<file path="config.mk">
export PLATFORM = sky130hd
export DESIGN_NAME = mem_access_stage
export DESIGN_NICKNAME = d
export VERILOG_FILES = /design/src/rtl/mem_access_stage.sv
export SDC_FILE = /design/constraint.sdc
export NUM_CORES = 1
export LEC_CHECK = 0
export ABC_AREA = 1
export ABC_CLOCK_PERIOD_IN_PS = 2000
export CAP_MARGIN = 20
export CORE_MARGIN = 1
export CORE_UTILIZATION = 46
export CTS_BUF_LIST = sky130_fd_sc_hd__clkbuf_4
export CTS_CLUSTER_DIAMETER = 200
export CTS_CLUSTER_SIZE = 28
export DETAILED_ROUTE_END_ITERATION = 10
export PLACE_DENSITY = 0.84
export RECOVER_POWER = 25
export SYNTH_ARGS = -nofsm -noshare
export SYNTH_HDL_FRONTEND = slang
export SYNTH_SLANG_ARGS = --single-unit
</file>
<file path="constraint.sdc">
create_clock -name clk -period 2 [get_ports clk]
set_input_delay 0.4 -clock clk [delete_from_list [all_inputs] [get_ports clk]]
set_output_delay 0.4 -clock clk [all_outputs]
set_load 0.02 [all_outputs]
</file>
<file path="src/rtl/mem_access_stage.sv">
// MEM stage: turns EX load/store ops into req/ack word-bus accesses, stalls the
// pipeline while an access is outstanding and holds the MEM/WB register.
`ifndef ALU_OP_BUS
`define ALU_OP_BUS 7:0
`define LB_OP  8'b11100000
`define LBU_OP 8'b11100100
`define LH_OP  8'b11100001
`define LHU_OP 8'b11100101
`define LW_OP  8'b11100011
`define SB_OP  8'b11101000
`define SH_OP  8'b11101001
`define SW_OP  8'b11101011
`endif

module mem_access_stage #(
  parameter int TIMEOUT_CYCLES = 16
) (
  input  logic              clk,
  input  logic              rst,
  input  logic [`ALU_OP_BUS] aluop_i,
  input  logic [31:0]       mem_addr_i,
  input  logic [31:0]       reg2_i,
  input  logic [4:0]        wd_i,
  input  logic              wreg_i,
  input  logic [31:0]       wdata_i,
  output logic [31:0]       bus_addr_o,
  output logic              bus_req_o,
  output logic              bus_we_o,
  output logic [3:0]        bus_sel_o,
  output logic [31:0]       bus_wdata_o,
  input  logic [31:0]       bus_rdata_i,
  input  logic              bus_ack_i,
  output logic              stall_req_o,
  output logic [4:0]        wb_wd_o,
  output logic              wb_wreg_o,
  output logic [31:0]       wb_wdata_o,
  output logic              misalign_o,
  output logic              bus_err_o,
  output logic              dbg_state_o
);

  localparam int CW = $clog2(TIMEOUT_CYCLES) + 1;

  typedef enum logic {IDLE = 1'b0, BUS = 1'b1} state_t;

  // Bus handshake: bus_req_o rises with registered, stable addr/we/sel/wdata and
  // stays high until the single-cycle bus_ack_i (or a timeout abort) retires it.
  state_t            state_q;
  logic [CW-1:0]     cnt_q;
  logic [`ALU_OP_BUS] op_q;
  logic [1:0]        off_q;

  logic        is_load, is_store, aligned, last_cycle;
  logic [3:0]  st_sel;
  logic [31:0] st_wdata;
  logic [7:0]  ld_byte;
  logic [15:0] ld_half;
  logic [31:0] ld_data;

  always_comb begin
    is_load  = 1'b0;
    is_store = 1'b0;
    aligned  = 1'b1;
    case (aluop_i)
      `LB_OP, `LBU_OP: is_load = 1'b1;
      `LH_OP, `LHU_OP: begin is_load = 1'b1; aligned = ~mem_addr_i[0]; end
      `LW_OP:          begin is_load = 1'b1; aligned = (mem_addr_i[1:0] == 2'b00); end
      `SB_OP:          is_store = 1'b1;
      `SH_OP:          begin is_store = 1'b1; aligned = ~mem_addr_i[0]; end
      `SW_OP:          begin is_store = 1'b1; aligned = (mem_addr_i[1:0] == 2'b00); end
      default: ;
    endcase
  end

  always_comb begin
    st_sel   = 4'b1111;
    st_wdata = reg2_i;
    case (aluop_i)
      `SB_OP: begin
        st_sel   = 4'b1000 >> mem_addr_i[1:0];
        st_wdata = {4{reg2_i[7:0]}};
      end
      `SH_OP: begin
        st_sel   = mem_addr_i[1] ? 4'b0011 : 4'b1100;
        st_wdata = {2{reg2_i[15:0]}};
      end
      default: ;
    endcase
  end

  // Big-endian lanes: byte offset 0 lives in bits 31:24.
  always_comb begin
    ld_byte = bus_rdata_i[31:24];
    case (off_q)
      2'd0: ld_byte = bus_rdata_i[31:24];
      2'd1: ld_byte = bus_rdata_i[23:16];
      2'd2: ld_byte = bus_rdata_i[15:8];
      2'd3: ld_byte = bus_rdata_i[7:0];
      default: ;
    endcase
    ld_half = off_q[1] ? bus_rdata_i[15:0] : bus_rdata_i[31:16];
    ld_data = bus_rdata_i;
    case (op_q)
      `LB_OP:  ld_data = {{24{ld_byte[7]}}, ld_byte};
      `LBU_OP: ld_data = {24'd0, ld_byte};
      `LH_OP:  ld_data = {{16{ld_half[15]}}, ld_half};
      `LHU_OP: ld_data = {16'd0, ld_half};
      default: ;
    endcase
  end

  assign last_cycle = (cnt_q == CW'(TIMEOUT_CYCLES - 1));

  // Gated by rst so the stall drops together with the async reset.
  assign stall_req_o = rst & ((state_q == IDLE) ? ((is_load | is_store) & aligned)
                                                : (~bus_ack_i & ~last_cycle));

  assign dbg_state_o = state_q;

  always_ff @(posedge clk or negedge rst) begin
    if (!rst) begin
      state_q     <= IDLE;
      cnt_q       <= '0;
      op_q        <= '0;
      off_q       <= 2'd0;
      bus_addr_o  <= 32'd0;
      bus_req_o   <= 1'b0;
      bus_we_o    <= 1'b0;
      bus_sel_o   <= 4'd0;
      bus_wdata_o <= 32'd0;
      wb_wd_o     <= 5'd0;
      wb_wreg_o   <= 1'b0;
      wb_wdata_o  <= 32'd0;
      misalign_o  <= 1'b0;
      bus_err_o   <= 1'b0;
    end else begin
      misalign_o <= 1'b0;
      bus_err_o  <= 1'b0;
      case (state_q)
        IDLE: begin
          if (is_load | is_store) begin
            wb_wreg_o <= 1'b0;
            if (aligned) begin
              state_q     <= BUS;
              cnt_q       <= '0;
              op_q        <= aluop_i;
              off_q       <= mem_addr_i[1:0];
              bus_req_o   <= 1'b1;
              bus_addr_o  <= {mem_addr_i[31:2], 2'b00};
              bus_we_o    <= is_store;
              bus_sel_o   <= is_store ? st_sel : 4'b1111;
              bus_wdata_o <= is_store ? st_wdata : 32'd0;
            end else begin
              misalign_o <= 1'b1;
              wb_wd_o    <= wd_i;
            end
          end else begin
            wb_wd_o    <= wd_i;
            wb_wreg_o  <= wreg_i;
            wb_wdata_o <= wdata_i;
          end
        end
        BUS: begin
          if (bus_ack_i) begin
            state_q   <= IDLE;
            bus_req_o <= 1'b0;
            wb_wd_o   <= wd_i;
            if (bus_we_o) begin
              wb_wreg_o <= 1'b0;
            end else begin
              wb_wreg_o  <= wreg_i;
              wb_wdata_o <= ld_data;
            end
          end else if (last_cycle) begin
            state_q   <= IDLE;
            bus_req_o <= 1'b0;
            bus_err_o <= 1'b1;
            wb_wreg_o <= 1'b0;
          end else begin
            cnt_q <= cnt_q + 1'b1;
          end
        end
      endcase
    end
  end

endmodule
</file>
# Word-level counts from Yosys, hierarchy flattened
# Cells that the tools add are included.
[totals] register_bits=124 latch_bits=0 ramBits=0 rom_bits=0 input_bits=145 output_inout_bits=112 elab_cells=105 mem_count=0
[classes] n_addsub=1 mul=0 div_mod_pow=0 n_lt_le_gt_ge=0 eq_ne=25 n_shift=1 muxes=45 n_bitwise=8 reduce_logical=11
[ops] operator="32-bit 2-to-1 mux" n=4
[ops] operator="32-bit one-hot mux with 2 select lines" n=2
[ops] operator="32-bit one-hot mux with 4 select lines" n=1
[ops] operator="8-bit equality test (second input constant)" n=12
[ops] operator="5-bit 2-to-1 mux" n=7
[ops] operator="8-bit one-hot mux with 4 select lines" n=1
[ops] operator="1-bit 2-to-1 mux" n=20
[ops] operator="5-bit one-hot mux with 2 select lines" n=2
[ops] operator="16-bit 2-to-1 mux" n=1
[ops] operator="2-bit inequality test (second input constant)" n=6
[ops] operator="3-bit AND reduction" n=3
[ops] operator="4-bit 2-to-1 mux" n=2
[ops] operator="1-bit one-hot mux with 2 select lines" n=4
[ops] operator="4-bit one-hot mux with 2 select lines" n=1
[ops] operator="3-bit OR reduction" n=2
[ops] operator="5-bit by 1-bit adder with 5-bit output (second input constant)" n=1
[ops] operator="5-bit by 4-bit equality test with 1-bit output (second input constant)" n=1
[ops] operator="5-bit OR reduction" n=1
[ops] operator="2-bit equality test (second input constant)" n=2
[ops] operator="2-bit zero test" n=2
[ops] operator="1-bit inverter" n=4
[ops] operator="4-bit AND reduction" n=1
[ops] operator="4-bit by 2-bit right shift with 4-bit output (first input constant)" n=1
[ops] operator="1-bit bitwise AND" n=3
[ops] operator="7 further kinds" n=7

# Depth between registers and ports, before layout
# Gate-level depths: netlist of the first run.
[logic_depth] depth_word=7 depth_mapped=12 mapped_depth_nobuf=11

# Worst setup path after synthesis of the first run
# Ideal clock, no wire load.
[synth_path] kind="in2out" startpoint="in aluop_i[4]" endpoint="out stall_req_o" arrival_time_ns=1.699 t_required_ns=1.600 path_slack_ns=-0.099 cell_stages=8 n_path_buf=1 cell_sequence="inv_1 -> nand2_1 -> nor2_4 -> o2111ai_4 -> nand2_2 -> nand2_2 -> buf_2 -> a21boi_1"
[synth_via] elab_chain_len=7 elab_cells_between_ends=19
[synth_rtl] item="start, declared" line_no="20" text="input logic [`ALU_OP_BUS] aluop_i,"
[synth_rtl] item="8-bit equality test" line_no="64" text="case (aluop_i)"
[synth_rtl] item="5-bit OR reduction (no line) or 3-bit OR reduction (tied branches)"
[synth_rtl] item="1-bit 2-to-1 mux" line_no="64"
[synth_rtl] item="1-bit bitwise OR" line_no="115" text="assign stall_req_o = rst & ((state_q == IDLE) ? ((is_load | is_store) & aligned)"
[synth_rtl] item="1-bit bitwise AND *" line_no="115"
[synth_rtl] item="1-bit 2-to-1 mux *" line_no="115"
[synth_rtl] item="1-bit bitwise AND *" line_no="115"
[synth_rtl] item="end, declared" line_no="33" text="output logic stall_req_o,"
# Every way passes the cells marked *; elsewhere a longest branch is shown, timed or not.

# Worst setup path after layout of the first run
[layout_path] startpoint="reg cnt_q[1]" endpoint="out stall_req_o"
[layout_via] elab_chain_len=5
[layout_rtl] item="start, declared" line_no="49" text="logic [CW-1:0] cnt_q;"
[layout_rtl] item="start signal, assigned" line_no="180" text="cnt_q <= cnt_q + 1'b1;"
[layout_rtl] item="5-bit by 4-bit equality test with 1-bit output" line_no="112" text="assign last_cycle = (cnt_q == CW'(TIMEOUT_CYCLES - 1));"
[layout_rtl] item="1-bit inverter" line_no="116" text=": (~bus_ack_i & ~last_cycle));"
[layout_rtl] item="1-bit bitwise AND" line_no="116"
[layout_rtl] item="1-bit 2-to-1 mux" line_no="115"
[layout_rtl] item="1-bit bitwise AND" line_no="115"
# No other way between the ends.

==> flow_metrics.tcl, run 1 <==
set metrics [dict create \
    avgSynthCellArea_um2 7.28 \
    syn-cell-area_mm2 0.00663 \
    yosys.cell_count.top_type "nand2_1" \
    peakVddDrop_uv 572 \
    clock_path_buffers 2 \
    totalWireLength_mm 21.1 \
    hold_slack_ps 382 \
    die_area_mm2 0.0149 \
    required_ps 1600 \
    root_buffer "clkbuf_4" \
    ys_seq_elements 124 \
    status "finished with violations" \
    synth_top_area_share_pct 46.8 \
    dr.pass1.iters 5 \
    port_buffers 254 \
    fillers 1126 \
    tritoncts "done" \
    insertion_delay_ps 550 \
    yosysSeqAreaShare_pct 46.8 \
    fin_crit_ps 2260 \
    syn_inst 911 \
    die_w_um 122 \
    violations "setup timing" \
    worstPathArrival_ps 1860 \
    yosys-top-cells-count "nand2_1, dfrtp_1, nand3_1, nor2_1, o21ai_0" \
    slew_viol_final 0 \
    dieHeight_um 122 \
    drv_cap 0 \
    placed_cell_area_mm2 0.00960 \
    cts.sinks 124 \
    wl_per_cell_um 15.2 \
    max_stage_delay_ps 410 \
    place_inst 1345 \
    setup_ws_ps -258 \
    drcViolationCount 0 \
    finalHoldViolations 0 \
    min_path_type "input pin to flop" \
    grt_util_all_layers_pct 29.1 \
    via_count 7163 \
    synth_area_leaders "dfrtp_1, nand2_1, nand3_1, o21ai_0, nor2_1" \
    grt_pass1_vias 6911 \
    final_area_mm2 0.00997 \
    final_cells 1381 \
    async_flop_share_pct 100 \
    cts_buffers 17 \
    netlist-cell-type-count 36 \
    clk_pin_slew_worst_paths_ps 110 \
    critical_path_class "flop to primary output" \
    layout.nets 1334 \
    worst_slew_pin_slew_ps 1170 \
    leakage_nw 5.26 \
    cp-end-kind "primary output" \
    hpwl_mm 15.1 \
    yosysTopAreaCell "dfrtp_1" \
    cp_max_fo 2 \
    num_rows 43 \
    crit_path_frequent_cell "ha_2" \
    p_per_area_mw_per_mm2 788 \
    rsz0062_at_grt "true" \
    routabilityCongestion 0.917 \
    fp.coreArea_mm2 0.0140 \
    setup_viol 28 \
    grt_pass1_wl_mm 33.4 \
    ant_nets 0 \
    htreeDepth 4 \
    slew_headroom_pct 21.9 \
    drt_iter0_drc 526 \
    skew_ps 14.8 \
    grt_max_degree 125 \
    cp_cell_sequence "ha_2, nand2_2, nor2_2, ha_2, inv_2, nand3_4, a21boi_4, buf_6" \
    fmax_mhz 443 \
    min_period_over_period_pct 113 \
    drive_above_1_share_pct 11.1 \
    antenna_found_initial 1 \
    start_util_pct 47.4 \
    cp_slowest_cell "dfrtp_1" \
    tns_ps -1030 \
    yosysWarnings 0 \
    synth_edf_count 0 \
    finish.utilization_pct 71.3 \
    synthFlopType "dfrtp_1" \
    syn2layout_area_growth_pct 50.5 \
    overflow 0 \
    io_pins 257 \
    worstSetupStartpointType "flop" \
    via_per_inst 5.19 \
]
-- cell type report --
type	instances	area, um^2	area share (%)
Multi-Input combinational cell	684	3130	31.4
Sequential cell	124	3100	31.1
Antenna cell	1	2.50	0.0251
Tap cell	180	225	2.26
Timing Repair Buffer	309	3070	30.8
Clock buffer	20	150	1.51
Inverter	51	191	1.92
Clock inverter	12	100	1.00
-- per-stage QoR --
stage / setup WS (ps) / total power [mW]
6_report: -258 / 7.86
5_1_grt: -338 / 8.36
3_3_place_gp: -709 / 6.27
4_1_cts: -310 / 7.94
2_1_floorplan: 40.0 / 4.82
3_5_place_dp: -729 / 6.33
-- final timing paths --
check / start / to / slack [ps] / depth (start not counted)
worst min-delay path: aluop_i[2] / op_q[2]$_DFFE_PN0P_ / 380 / 4
worst min register to register: bus_addr_o[6]$_DFFE_PN0P_ / bus_addr_o[6]$_DFFE_PN0P_ / 480 / 2
worst max-delay path: cnt_q[1]$_DFFE_PN0P_ / stall_req_o / -260 / 8
worst max register to register: dbg_state_o$_DFF_PN0_ / op_q[1]$_DFFE_PN0P_ / 210 / 7
max in group asynchronous: rst / wb_wdata_o[17]$_DFFE_PN0P_ / 490 / 3
min in group asynchronous: rst / wb_wdata_o[12]$_DFFE_PN0P_ / 660 / 3
-- worst max-delay path, delay by kind of cell, from the launching register on --
kind                     cells  cell delay [ps]
buffers and inverters        2              200
AND/OR/NAND/NOR              3              190
flip-flops                   1              410
adder cells (fa/ha/maj)      2              370
AO/OA/AOI/OAI                1              130
-- what timing repair did --
| action | CTS | global route |
|---|---|---|
| hold buffers | 1 | 0 |
| endpoints found under the setup margin | 27 | 87 |
| hold endpoints to repair | 6 | 0 |
| gates resized for setup | 22 | 38 |
| pin swaps | 5 | 2 |
| buffers inserted | 1 | 1 |
| gates cloned | 0 | 0 |
-- cells in the final DEF (no fill, tap or decap), types with 2 or more instances in the layout --
cell,n
inv_1,45
or2_2,16
buf_4,51
clkinv_1,2
nand2_2,9
buf_12,3
clkinv_4,2
nor2_1,83
inv_2,6
clkbuf_4,20
clkinv_2,3
conb_1,2
o21ai_1,32
dlymetal6s2s_1,35
dfrtp_1,124
nand3b_1,3
nand4_1,14
clkdlybuf4s50_1,208
nand3_1,109
mux2i_1,3
buf_6,2
clkinvlp_4,4
ha_2,2
nand2_1,311
a21oi_1,11
dlygate4sd2_1,9
nor2_2,5
o21ai_0,69
-- per-layer routing --
layer,track usage [%],part of all wire (%)
met4,13.0,2.8
met3,8.05,8.5
met1,35.2,40
met5,0,0
met2,48.2,48
-- power by group --
group | switching [mW] | total, mW | internal (mW)
registers | 0.256 | 3.18 | 2.92
logic | 1.70 | 3.08 | 1.38
clock network | 0.957 | 1.60 | 0.643
total | 2.92 | 7.86 | 4.94
-- registers in the layout, indices dropped and copies added (netlist names), 2 cells and up --
| name | cells |
|---|---|
| bus_addr_o | 30 |
| cnt_q | 5 |
| op_q | 8 |
| wb_wdata_o | 32 |
| bus_sel_o | 4 |
| off_q | 2 |
| bus_wdata_o | 32 |
| wb_wd_o | 5 |
-- kinds of logic (layout without fill, tap and decap cells) --
kind of cell | Yosys count | count (layout) | synth area share, %
simple gates | 559 | 559 | 36.1
xor+xnor | 1 | 1 | 0.132
flops | 124 | 124 | 46.8
compound gates | 117 | 117 | 9.32
other cells | 1 | 3 | 0.0566
buf+inv | 104 | 392 | 6.72
mux | 3 | 3 | 0.453
fa+ha+maj | 2 | 2 | 0.377
(Power assumes the default switching activity.)
==> run 2, diff against run 1 <==
Settings changed: GPL_TIMING_DRIVEN set to 1, RECOVER_POWER 25 to 50.
==> flow_metrics.tcl, run 2 (synthesized netlist as in run 1, its figures left out) <==
set metrics [dict create \
    cp_cell_sequence "ha_2, nand2_2, nor2_2, ha_2, inv_2, nand3_4, a21boi_4, buf_6" \
    final_cells 1381 \
    grt_util_all_layers_pct 29.1 \
    p_seq_share_pct 40.4 \
    final_common_cell "nand2_1" \
    grt_max_degree 125 \
    fmax_mhz 443 \
    drive_above_1_share_pct 11.1 \
    antenna_found_initial 1 \
    overflow 0 \
    p_comb_share_pct 39.2 \
    cts_buffers 17 \
    totalWireLength_mm 21.1 \
    worstSetupStartpointType "flop" \
    setup_viol 28 \
    ant_nets 0 \
    clock_path_buffers 2 \
    wl_per_cell_um 15.2 \
    min_period_over_period_pct 113 \
    skew_ps 14.8 \
    min_path_type "input pin to flop" \
    crit_buf_inv 2 \
    tritoncts "done" \
    root_buffer "clkbuf_4" \
    die_w_um 122 \
    hpwl_mm 15.1 \
    worstPathArrival_ps 1860 \
    worst_slew_pin_slew_ps 1170 \
    cp_slowest_cell "dfrtp_1" \
    insertion_delay_ps 550 \
    grt_pass1_vias 6911 \
    fin_crit_ps 2260 \
    drv_cap 0 \
    port_buffers 254 \
    fp.coreArea_mm2 0.0140 \
    crit_family "flip-flops" \
    crit_path_frequent_cell "ha_2" \
    cp_max_fo 2 \
    rsz0062_at_grt "true" \
    place_inst 1345 \
    drcViolationCount 0 \
    syn2layout_area_growth_pct 50.3 \
    via_per_inst 5.19 \
    dieHeight_um 122 \
    start_util_pct 47.4 \
    violations "setup timing" \
    layout.nets 1334 \
    routabilityCongestion 0.917 \
    reg_top3 "bus_wdata_o: 32 flops, wb_wdata_o: 32 flops, bus_addr_o: 30 flops" \
    slew_headroom_pct 21.9 \
    slew_viol_final 0 \
    finalHoldViolations 0 \
    setup_ws_ps -258 \
    final_cell_mix "nand2_1, clkdlybuf4s50_1, dfrtp_1" \
    htreeDepth 4 \
    num_rows 43 \
    grt_pass1_wl_mm 33.4 \
    clockPowerShare_pct 20.4 \
    cts.sinks 124 \
    p_per_area_mw_per_mm2 788 \
    cp-end-kind "primary output" \
    critical_path_class "flop to primary output" \
    peakVddDrop_uv 572 \
    via_count 7173 \
    p_int_mw 4.94 \
    die_area_mm2 0.0149 \
    status "finished with violations" \
    max_stage_delay_ps 410 \
    io_pins 257 \
    clk_pin_slew_worst_paths_ps 110 \
    switching_share_pct 37.1 \
    dp_slack_ps -729 \
    placed_cell_area_mm2 0.00960 \
    switchingPower_mw 2.92 \
    drt_iter0_drc 526 \
    leakage_nw 5.25 \
    dr.pass1.iters 5 \
    final_area_mm2 0.00997 \
    required_ps 1600 \
    hold_slack_ps 382 \
]
## run 2: per-layer routing
metal | part of all wire [%] | GRT usage [%]
met1 | 40 | 35.2
met2 | 48 | 48.2
met3 | 8.7 | 8.05
met4 | 2.8 | 13.0
met5 | 0 | 0
## run 2: final timing paths
kind	startpoint	endpoint	slack [ps]	cells after the start
worst max-delay path	cnt_q[1]$_DFFE_PN0P_	stall_req_o	-260	8
worst min-delay path	aluop_i[2]	op_q[2]$_DFFE_PN0P_	380	4
worst max register to register	dbg_state_o$_DFF_PN0_	wb_wdata_o[15]$_DFFE_PN0P_	180	8
worst min register to register	bus_addr_o[6]$_DFFE_PN0P_	bus_addr_o[6]$_DFFE_PN0P_	480	2
max in group asynchronous	rst	wb_wdata_o[17]$_DFFE_PN0P_	490	3
min in group asynchronous	rst	wb_wdata_o[12]$_DFFE_PN0P_	660	3
## run 2: cell type report
type                       instances  area [um^2]
clock inverter                    12          100
tap                              180          225
sequential                       124         3100
inverter                          51          191
timing repair buffer             309         3070
fill                            1129         4020
clock buffer                      20          150
multi-input combinational        684         3130
antenna                            1         2.50
## run 2: power by group through the flow
stage | sequential (mW) | combinational [mW] | clock [mW]
2_1_floorplan | 3.65 | 1.17 | 0
3_3_place_gp | 3.22 | 3.06 | 0
3_5_place_dp | 3.22 | 3.12 | 0
4_1_cts | 3.18 | 3.11 | 1.65
5_1_grt | 3.23 | 3.38 | 1.75
6_report | 3.18 | 3.08 | 1.60
## run 2: worst min-delay path: stages
cell,delay [ps]
dlymetal6s2s_1,210
inv_1,110
buf_4,110
o21ai_0,70
## run 2: per-stage QoR
step                utilization [%]  setup TNS, ps  total power [mW]
finish                         71.2          -1010              7.86
CTS                            70.6           -608              7.94
global route                   71.2          -9330              8.36
global placement               68.6         -37790              6.27
detailed placement             68.6         -42150              6.33
floorplan                         -              0              4.82
## run 2: repair_timing
item / 4_1_cts / 5_1_grt
endpoints found under the setup margin: 27 / 87
endpoints found under the hold margin: 6 / 0
pin swaps: 5 / 2
hold buffers: 1 / 0
setup buffers: 1 / 1
resized for setup: 22 / 38
